<file path="config.mk">
export PLATFORM = sky130hd
export DESIGN_NAME = keypad_entry
export DESIGN_NICKNAME = d
export VERILOG_FILES = /design/src/rtl/microwave_pkg.sv /design/src/rtl/key_debounce.sv /design/src/rtl/keypad_entry.sv
export SDC_FILE = /design/constraint.sdc
export NUM_CORES = 1
export LEC_CHECK = 0
export ABC_AREA = 0
export BUFFER_PORTS_ARGS = -buffer_cell sky130_fd_sc_hd__buf_2
export CAP_MARGIN = 20
export CORE_AREA = 3 3 80 82
export CTS_BUF_LIST = sky130_fd_sc_hd__clkbuf_8
export CTS_CLUSTER_DIAMETER = 120
export DETAILED_ROUTE_END_ITERATION = 16
export DIE_AREA = 0 0 83 85
export PLACE_DENSITY_LB_ADDON = 0.08
export SLEW_MARGIN = 40
export SYNTH_ARGS = -nofsm -noshare
export SYNTH_HDL_FRONTEND = slang
export SYNTH_SLANG_ARGS = --single-unit
export TNS_END_PERCENT = 50
</file>
<file path="constraint.sdc">
create_clock -name clock -period 2.6 [get_ports clock]
set_clock_uncertainty 0.2 [all_clocks]
set_input_delay 0.78 -clock clock [delete_from_list [all_inputs] [get_ports clock]]
set_output_delay 0.78 -clock clock [all_outputs]
set_load 0.02 [all_outputs]
</file>
<file path="src/rtl/microwave_pkg.sv">
// Shared types and helpers for the microwave controller: keypad geometry,
// BCD digit width, key-entry FSM states and the one-hot keypad decode helpers.
package microwave_pkg;

   localparam int KEY_W   = 10;
   localparam int DIGIT_W = 4;

   typedef enum logic [2:0] {
      IDLE,
      PRESS,
      HELD,
      RELEASE,
      WAIT_REL
   } key_state_t;

   // Exactly one key down; zero keys and chords are both rejected.
   function automatic logic is_onehot(input logic [KEY_W-1:0] code);
      return (code != '0) && ((code & (code - KEY_W'(1))) == '0);
   endfunction

   function automatic logic [DIGIT_W-1:0] onehot_to_bcd(input logic [KEY_W-1:0] code);
      logic [DIGIT_W-1:0] digit;
      digit = '0;
      for (int k = 0; k < KEY_W; k++) begin
         if (code[k]) digit = DIGIT_W'(k);
      end
      return digit;
   endfunction

endpackage

</file>
<file path="src/rtl/key_debounce.sv">
// Keypad synchroniser and press/release debouncer. Raises accept for one cycle
// when a single key has been stable for DEBOUNCE cycles; code holds that key.
module key_debounce
   import microwave_pkg::*;
#(
   parameter int DEBOUNCE = 3,
   parameter int CNT_W    = 4
) (
   input  logic             clock,
   input  logic             resetn,
   input  logic [KEY_W-1:0] keypad,
   output logic             accept,
   output logic [KEY_W-1:0] code
);

   localparam logic [CNT_W-1:0] DEB_MAX = CNT_W'(DEBOUNCE);

   logic [KEY_W-1:0] sync1;
   logic [KEY_W-1:0] sync2;
   logic [KEY_W-1:0] code_next;
   logic [CNT_W-1:0] cnt;
   logic [CNT_W-1:0] cnt_next;
   logic [CNT_W-1:0] cnt_inc;
   key_state_t       state;
   key_state_t       state_next;

   // The raw keypad is asynchronous, so it crosses a two-flop synchroniser first.
   always_ff @(posedge clock or negedge resetn) begin
      if (!resetn) begin
         sync1 <= '0;
         sync2 <= '0;
      end else begin
         sync1 <= keypad;
         sync2 <= sync1;
      end
   end

   always_ff @(posedge clock or negedge resetn) begin
      if (!resetn) begin
         state <= WAIT_REL;
         cnt   <= '0;
         code  <= '0;
      end else begin
         state <= state_next;
         cnt   <= cnt_next;
         code  <= code_next;
      end
   end

   // Starting in WAIT_REL means a key held through reset must be released before use.
   always_comb begin
      state_next = state;
      cnt_next   = cnt;
      code_next  = code;
      accept     = 1'b0;
      cnt_inc    = (cnt == DEB_MAX) ? cnt : cnt + CNT_W'(1);

      case (state)
         IDLE: begin
            if (is_onehot(sync2)) begin
               state_next = PRESS;
               code_next  = sync2;
               cnt_next   = CNT_W'(1);
            end else begin
               cnt_next = '0;
            end
         end

         PRESS: begin
            if (sync2 == code) begin
               cnt_next = cnt_inc;
               if (cnt_inc == DEB_MAX) begin
                  state_next = HELD;
                  accept     = 1'b1;
               end
            end else begin
               state_next = IDLE;
               cnt_next   = '0;
            end
         end

         HELD: begin
            if (sync2 != code) begin
               state_next = RELEASE;
               cnt_next   = (sync2 == '0) ? CNT_W'(1) : '0;
            end
         end

         RELEASE, WAIT_REL: begin
            if (sync2 == '0) begin
               cnt_next = cnt_inc;
               if (cnt_inc == DEB_MAX) state_next = IDLE;
            end else begin
               cnt_next = '0;
            end
         end

         default: begin
            state_next = WAIT_REL;
            cnt_next   = '0;
         end
      endcase
   end

endmodule

</file>
<file path="src/rtl/keypad_entry.sv">
// Microwave time-entry stage: debounced keypad digits shift into a three-digit
// BCD register (mins, sec_tens, sec_ones), gated by the run lock and user clear.
module keypad_entry
   import microwave_pkg::*;
#(
   parameter int DEBOUNCE = 3,
   parameter int CNT_W    = 4
) (
   input  logic               clock,
   input  logic               resetn,
   input  logic [KEY_W-1:0]   keypad,
   input  logic               clearn,
   input  logic               lockn,
   output logic [DIGIT_W-1:0] mins,
   output logic [DIGIT_W-1:0] sec_tens,
   output logic [DIGIT_W-1:0] sec_ones,
   output logic               key_strobe,
   output logic [DIGIT_W-1:0] key_digit,
   output logic               entry_nz
);

   logic               accept;
   logic [KEY_W-1:0]   held_code;
   logic [DIGIT_W-1:0] new_digit;
   logic [DIGIT_W-1:0] mins_next;
   logic [DIGIT_W-1:0] tens_next;
   logic [DIGIT_W-1:0] ones_next;
   logic [DIGIT_W-1:0] digit_next;
   logic               strobe_next;
   logic               nz_next;

   key_debounce #(
      .DEBOUNCE (DEBOUNCE),
      .CNT_W    (CNT_W)
   ) u_debounce (
      .clock  (clock),
      .resetn (resetn),
      .keypad (keypad),
      .accept (accept),
      .code   (held_code)
   );

   assign new_digit = onehot_to_bcd(held_code);

   // Clear wins over a simultaneous accept; a locked accept is swallowed silently.
   always_comb begin
      mins_next   = mins;
      tens_next   = sec_tens;
      ones_next   = sec_ones;
      digit_next  = key_digit;
      strobe_next = 1'b0;

      if (!clearn) begin
         mins_next = '0;
         tens_next = '0;
         ones_next = '0;
      end else if (accept && lockn) begin
         mins_next   = sec_tens;
         tens_next   = sec_ones;
         ones_next   = new_digit;
         digit_next  = new_digit;
         strobe_next = 1'b1;
      end

      nz_next = (mins_next != '0) || (tens_next != '0) || (ones_next != '0);
   end

   always_ff @(posedge clock or negedge resetn) begin
      if (!resetn) begin
         mins       <= '0;
         sec_tens   <= '0;
         sec_ones   <= '0;
         key_digit  <= '0;
         key_strobe <= 1'b0;
         entry_nz   <= 1'b0;
      end else begin
         mins       <= mins_next;
         sec_tens   <= tens_next;
         sec_ones   <= ones_next;
         key_digit  <= digit_next;
         key_strobe <= strobe_next;
         entry_nz   <= nz_next;
      end
   end

endmodule
</file>
==> summary.md, run 1 <==
| Metric | Value |
|---|---|
| Status | `finished with violations` |
| Failing checks | `negative setup slack` |
| Detailed placement HPWL | `3490 µm` |
| Cell variety after synth | `46` |
| Peak VDD IR | `285 µV` |
| Yosys warning total | `0` |
| Hold WC Path Type | `reg2reg` |
| Syn_nets | `234` |
| Die ar. | `7060 µm²` |
| CP Capture Type | `flip-flop` |
| Die Wd | `83 µm` |
| CP Class | `reg2reg` |
| Wire per inst | `13.9 µm` |
| Post-synth top flop | `dfrtp_1` |
| Minimum clock period | `2.73 ns` |
| Clk_lat worst skew | `0.31 ns` |
| Routability Congestion | `0.848` |
| Final Max Slew Viols | `0` |
| Leak | `0.00154 µW` |
| Gr ovfl total | `0` |
| CTS H-Tree Depth | `2` |
| Final Util | `52.4%` |
| Post-route ant nets | `0` |
| Port bufs | `31` |
| First-pass GRT wire length | `8750 µm` |
| Via total after detailed routing | `1793` |
| Headroom to the max-slew limit | `68.3%` |
| Pin count of the biggest net entering global routing | `56` |
| Startpoint Class | `flip-flop` |
| FFs w/ async S/R, synth | `100%` |
| Register area share after synthesis | `56.1%` |
| Number of CTS-inserted buffers | `5` |
| DRC | `0` |
| Syn Area/Cell | `11.2 µm²` |
| Post-detailed-routing wire length | `4880 µm` |
| Worst-path cell chain | `ha_4, inv_2, o41a_1, or4b_4, or3_4, buf_6, mux2i_1, nor2_1` |
| Starting Density | `42.2%` |
| Layout cells sized above 1 | `29.7%` |
| Worst-path maximum fanout | `6` |
| Vias in the first global route | `1845` |
| Floorplan Core Area | `5820 µm²` |
| Vias per std cell | `5.11` |
| Post-Syn Area | `2460 µm²` |
| Worst-margin pin slew | `0.475 ns` |
| Reg clk slew, reported paths | `0.10 ns` |
| Critical path required time | `2.59 ns` |
| CTS tree | `done` |
| Post-synth EDFFs | `0` |
| DR pass1 iterations | `4` |
| CP arrival | `2.72 ns` |
| All-Layer GR Usage | `15.2%` |
| Launching point of the worst reg2reg path | `u_debounce.cnt[1]` |
| Most frequent cells in the layout | `53 x dfrtp_1, 31 x buf_2, 28 x nor2_1, 21 x buf_4` |
| RSZ-0062 raised after global routing | `yes` |
| Clk sinks | `55` |
| Design Power | `1560 µW` |
| # IOs | `32` |
| Max Freq | `367 MHz` |
| Crit-path max cell delay | `0.50 ns` |
| Core Rows | `28` |
| Crit path from | `u_debounce.cnt[1]` |
| Commonest non-fill, non-tap cell in the layout | `dfrtp_1` |
| ANT cells | `0` |
| Area grow syn2layout | `24.0%` |
| Fin nets | `291` |
| Max-cap violations | `0` |
| PwrDens | `511 nW/µm²` |
| Iter 0 DRT Violations | `103` |
| Seq cells post-synth | `55` |
| Final hold vios | `0` |
| Antenna violations before repair | `0` |
| Root Buffer | `clkbuf_8` |
| Setup slack after layout | `-0.126 ns` |
| Worst path bufs/invs | `2` |
| Hold path start | `u_debounce.sync1[2]` |
| DIE HEIGHT | `85 µm` |
| Syn Inst Count | `219` |
| Longest Clk Path Bufs | `2` |
| Slowest library cell on the worst path | `or4b_4` |
| Place WS | `-0.180 ns` |
| # setup viols final | `16` |
| Crit path max-delay family | `simple AND/OR/NAND/NOR gates` |
| Hold_buf cts | `0` |
| Tcrit/Tclk final | `105%` |
==> worst paths after layout <==
check | to | slack [ns] | cells after the start
min in group asynchronous | mins[1] | 0.24 | 2
max | mins[3] | -0.13 | 8
min reg2reg | u_debounce.sync2[2] | 0.15 | 0
min | u_debounce.sync2[2] | 0.15 | 0
max reg2reg | mins[3] | -0.13 | 8
max in group asynchronous | u_debounce.state[2] | 1.65 | 2
==> cells by family (layout without fill, tap and decap cells) <==
logic type                 Yosys count  count (layout)  synth area share (%)
AOI/OAI and AO/OA                   33              33                  8.97
muxes                               25              25                  10.9
adders and majority gates            2               2                 0.917
buffers and inverters               15              72                  2.60
and+or+nand+nor                     77              77                  16.3
xor gates and xnor gates            12              12                  4.28
DFF                                 55              55                  56.1
==> routing by layer <==
metal / vias to the layer above / wire [µm] / GRT usage (%)
li1: 880 / - / -
met2: 42 / 2380 / 25.0
met1: 862 / 2170 / 19.8
met5: - / 0 / 0
met3: 9 / 257 / 3.98
met4: 0 / 71 / 4.75
==> through the flow <==
step	TNS (ns)	instances	area (µm²)	hold slack, ns
after detailed placement	-2.53	342	2860	0.136
final	-1.61	351	3050	0.154
after floorplan	-2.47	219	2460	0.131
after CTS	-1.56	350	2990	0.158
after global routing	-2.90	351	3050	0.163
after global placement	-1.75	342	2860	0.131
==> sequential cells by signal, summed over array words and instances (netlist names), 3 cells and up <==
signal / cells
sec_tens: 4
u_debounce.sync2: 10
mins: 4
u_debounce.cnt: 4
u_debounce.sync1: 10
key_digit: 4
sec_ones: 4
u_debounce.code: 10
u_debounce.state: 3
==> power by group <==
part | switching, µW | leakage, µW | internal (µW)
Sequential | 33.5 | 0.000713 | 889
Combinational | 83.2 | 0.000781 | 65.8
Clock | 270 | 0.0000477 | 215
==> final cells by class <==
type	count	area, µm²
clock buffers	6	82.6
clock inverters	1	8.76
fillers	555	2770
inverters	8	30.0
multi-input cells	149	1070
flip-flops and latches	55	1380
well taps	75	93.8
repair buffers	57	378
==> Yosys cell counts, drive strengths merged (2+ instances only) <==
library cell  number  area, µm²
dfrtp             54       1350
nor2              28        105
mux2              14        158
nand2             12       45.0
mux2i             11        110
xor2              11       96.3
o21ai              9       45.0
a21oi              8       40.0
inv                8       30.0
clkbuf             6       22.5
nor4               6       43.8
nand3              5       25.0
nor3               5       30.0
nand4              4       25.0
and2               3       18.8
nor2b              3       18.8
o22ai              3       18.8
nand4b             2       17.5
nor3b              2       15.0
or3                2       12.5
==> repair_timing <==
| action | 4_1_cts | 5_1_grt |
|---|---|---|
| pin swaps | 4 | 0 |
| endpoints found under the setup margin | 16 | 27 |
| gates cloned | 1 | 0 |
| endpoints found under the hold margin | 0 | 0 |
| setup buffers | 0 | 1 |
| resized for setup | 9 | 9 |
Power figures use the tool's default switching activity.
==> inputs of run 2 (changes only) <==
CORE_AREA = 3 3 81 83   (was 3 3 80 82)
DIE_AREA = 0 0 84 86   (was 0 0 83 85)
SKIP_LAST_GASP = 1   (was not set)
SYNTH_HIERARCHICAL = 1   (was not set)
==> summary.md, run 2 <==
| Metric | Value |
|---|---|
| Setup slack after layout | `-0.0668 ns (+0.0588 ns)` |
| Reg clk slew, reported paths | `0.10 ns (about the same)` |
| Regs by FF count | `u_debounce/code: 10 flops, u_debounce/sync1: 10 flops, u_debounce/sync2: 10 flops` |
| Wire per inst | `13.7 µm (-1.1%)` |
| Gr ovfl total | `0 (unchanged)` |
| Synth top area share | `53.7% (-1.3 points)` |
| Commonest non-fill, non-tap cell in the layout | `dfrtp_1` |
| Antenna violations before repair | `0 (unchanged)` |
| CP Capture Type | `flip-flop` |
| Crit-path max cell delay | `0.50 ns (about the same)` |
| Root Buffer | `clkbuf_8` |
| # setup viols final | `1 (-15)` |
| CP Class | `reg2reg` |
| First-pass GRT wire length | `8670 µm (-0.95%)` |
| Crit-path most repeated cell | `nand3_1` |
| Hold WC Path Type | `reg2reg` |
| Failing checks | `negative setup slack` |
| DIE HEIGHT | `86 µm (+1.2%)` |
| Port bufs | `31 (unchanged)` |
| Startpoint Class | `flip-flop` |
| Vias in the first global route | `1870 (+1.4%)` |
| Worst path bufs/invs | `0 (-2)` |
| Detailed placement HPWL | `3830 µm (+9.7%)` |
| Status | `finished with violations` |
| Post-synth EDFFs | `0 (unchanged)` |
| Longest Clk Path Bufs | `2 (unchanged)` |
| Clk sinks | `55 (unchanged)` |
| Minimum clock period | `2.67 ns (-0.0588 ns)` |
| Die Wd | `84 µm (+1.2%)` |
| Via total after detailed routing | `1884 (+5.1%)` |
| Slowest library cell on the worst path | `or4_1` |
| Place WS | `-0.164 ns (+0.0156 ns)` |
| ANT cells | `0 (unchanged)` |
| Hold WS | `0.156 ns (+0.00178 ns)` |
| Yosys warning total | `6 (+6)` |
| Final hold vios | `0 (unchanged)` |
| Register area share after synthesis | `54.7% (-1.4 points)` |
| Floorplan Core Area | `5920 µm² (+1.8%)` |
| Reg2reg path depth | `11 (+3)` |
| Leak | `0.00153 µW (-1.0%)` |
| PwrDens | `542 nW/µm² (+6.1%)` |
| FFs w/ async S/R, synth | `100% (unchanged)` |
| Post-Syn Area | `2520 µm² (+2.5%)` |
| Seq cells post-synth | `55 (unchanged)` |
| Yosys top cell by area | `dfrtp_1` |
| Area grow syn2layout | `25.1%` |
| Top-count cell post-synth | `dfrtp_1` |
| Die ar. | `7220 µm² (+2.4%)` |
| Max-cap violations | `0 (unchanged)` |
| Worst-path cell chain | `ha_1, nand2b_1, a41o_1, nor2b_4, nand3_1, nor3_2, and2_2, nor2_1, or4_1, o41ai_2, nand3_1` |
| RSZ-0062 raised after global routing | `yes` |
| Layout cells sized above 1 | `33.2% (+3.5 points)` |
| Levels on crit path | `11 (+3)` |
| Syn Inst Count | `226 (+3.2%)` |
| Clk_lat worst skew | `0.30 ns (about the same)` |
| Peak VDD IR | `394 µV (+38%)` |
| Crit path max-delay family | `simple AND/OR/NAND/NOR gates` |
| Fillers | `540 (-2.7%)` |
| Worst-path maximum fanout | `4 (-2)` |
| Post-route ant nets | `0 (unchanged)` |
| Headroom to the max-slew limit | `67.1% (-1.2 points)` |
| CP arrival | `2.65 ns (-0.07 ns)` |
| Post-synth top flop | `dfrtp_1` |
| CTS H-Tree Depth | `2 (unchanged)` |
| DRC | `0 (unchanged)` |
| Setup TNS | `-0.0668 ns (+1.54 ns)` |
| Syn_nets | `241 (+3.0%)` |
| Pin count of the biggest net entering global routing | `22 (-61%)` |
| Starting Density | `42.5% (+0.29 points)` |
| Tcrit/Tclk final | `103% (-2.3 points)` |
| Vias per std cell | `5.13 (+0.49%)` |
| Max Freq | `375 MHz (+2.2%)` |
| Worst hold stages | `0 (unchanged)` |
| Worst-margin pin slew | `0.490 ns (+0.0153 ns)` |
| Cell variety after synth | `50 (+8.7%)` |
| Core Rows | `28 (unchanged)` |
| Number of CTS-inserted buffers | `5 (unchanged)` |
| Routability Congestion | `0.775 (-8.7%)` |
| Syn Area/Cell | `11.1 µm² (-0.68%)` |
| # IOs | `32 (unchanged)` |
| All-Layer GR Usage | `15.0% (-0.27 points)` |
| DR pass1 iterations | `4 (unchanged)` |
| Ranking of synthesized cells by area | `dfrtp_1 54%, mux2_4 6.0%, nand2_1 5.2%, xnor2_1 3.8%, a21boi_0 2.4%` |
| CTS tree | `done` |
| Most frequent cells in the layout | `54 x dfrtp_1, 35 x nand2_1, 34 x buf_4, 31 x buf_2, 11 x nor2_1` |
| Post-detailed-routing wire length | `5040 µm (+3.4%)` |
| Final Max Slew Viols | `0 (unchanged)` |
| Hold_buf cts | `0 (unchanged)` |
| Critical path required time | `2.58 ns (about the same)` |
| Fin nets | `306 (+5.2%)` |
| Synth cell count leaders | `54 x dfrtp_1, 35 x nand2_1, 11 x nor2_1, 11 x xnor2_1, 10 x mux2_4` |
| Iter 0 DRT Violations | `88 (-15%)` |
[run 2: changes by cell type after synthesis, moves of 5 or more]
cell / previous run / this run
nand2_1: 12 / 35
nor2_1: 28 / 11
mux2_1: 14 / 0
mux2i_1: 11 / 0
mux2_4: 0 / 10
xnor2_1: 1 / 11
xor2_1: 11 / 1
a21boi_0: 0 / 8
a21o_1: 0 / 5
[run 2: final timing paths]
kind                                     startpoint                  end  slack (ns)
worst min register to register  u_debounce/sync1[1]  u_debounce/sync2[1]        0.16
worst max-delay path              u_debounce/cnt[0]             entry_nz       -0.07
min in group asynchronous                    resetn    u_debounce/cnt[3]        0.22
worst min-delay path            u_debounce/sync1[1]  u_debounce/sync2[1]        0.16
worst max register to register    u_debounce/cnt[0]             entry_nz       -0.07
max in group asynchronous                    resetn   u_debounce/code[6]        1.35
[run 2: cells by family (layout without fill, tap and decap cells)]
logic type | count (synthesis) | count (layout) | share of synthesized area [%]
simple gates | 87 | 87 | 18.0
flops | 55 | 55 | 54.7
fa+ha+maj | 2 | 2 | 0.895
mux | 10 | 10 | 5.96
compound gates | 47 | 47 | 13.8
buf+inv | 13 | 79 | 2.44
xor+xnor | 12 | 12 | 4.17
[run 2: layout make-up]
class                      count  area, µm²  share of cell area (%)
clock inverter                 3       42.5                    1.35
tap                           75       93.8                    2.98
inverter                       5       18.8                   0.596
sequential                    55       1380                    43.7
timing repair buffer          66        430                    13.7
clock buffer                   5       68.8                    2.18
multi-input combinational    158       1120                    35.5
[run 2: layer usage]
metal  global-route usage (%)  wire length, µm  up-vias
met4                     3.95               23        0
met3                     2.88              163        2
li1                         -                -      932
met1                     20.6             2490      923
met5                        0                0        -
met2                     24.4             2370       27
[run 2: power by group]
group          switching [µW]  total [µW]  internal (µW)  leakage, µW
clock network             286         574            288    0.0000599
logic                    99.8         219            119     0.000752
registers                23.8         915            891     0.000714
[run 2: what timing repair did]
action,CTS,global route
cloned,0,0
endpoints found under the hold margin,0,0
setup buffers,1,0
resized for setup,3,3
setup endpoints to repair,1,2
pin swaps,1,2
[run 2: through the flow]
| step | power (µW) | std cells | area (µm²) | util [%] |
|---|---|---|---|---|
| CTS | 1730 | 367 | 3130 | 52.8 |
| detailed placement | 1140 | 358 | 3000 | 50.6 |
| global route | 1790 | 367 | 3150 | 53.2 |
| floorplan | 1040 | 226 | 2520 | - |
| finish | 1710 | 367 | 3150 | 53.2 |
| global placement | 1140 | 358 | 3000 | 50.6 |
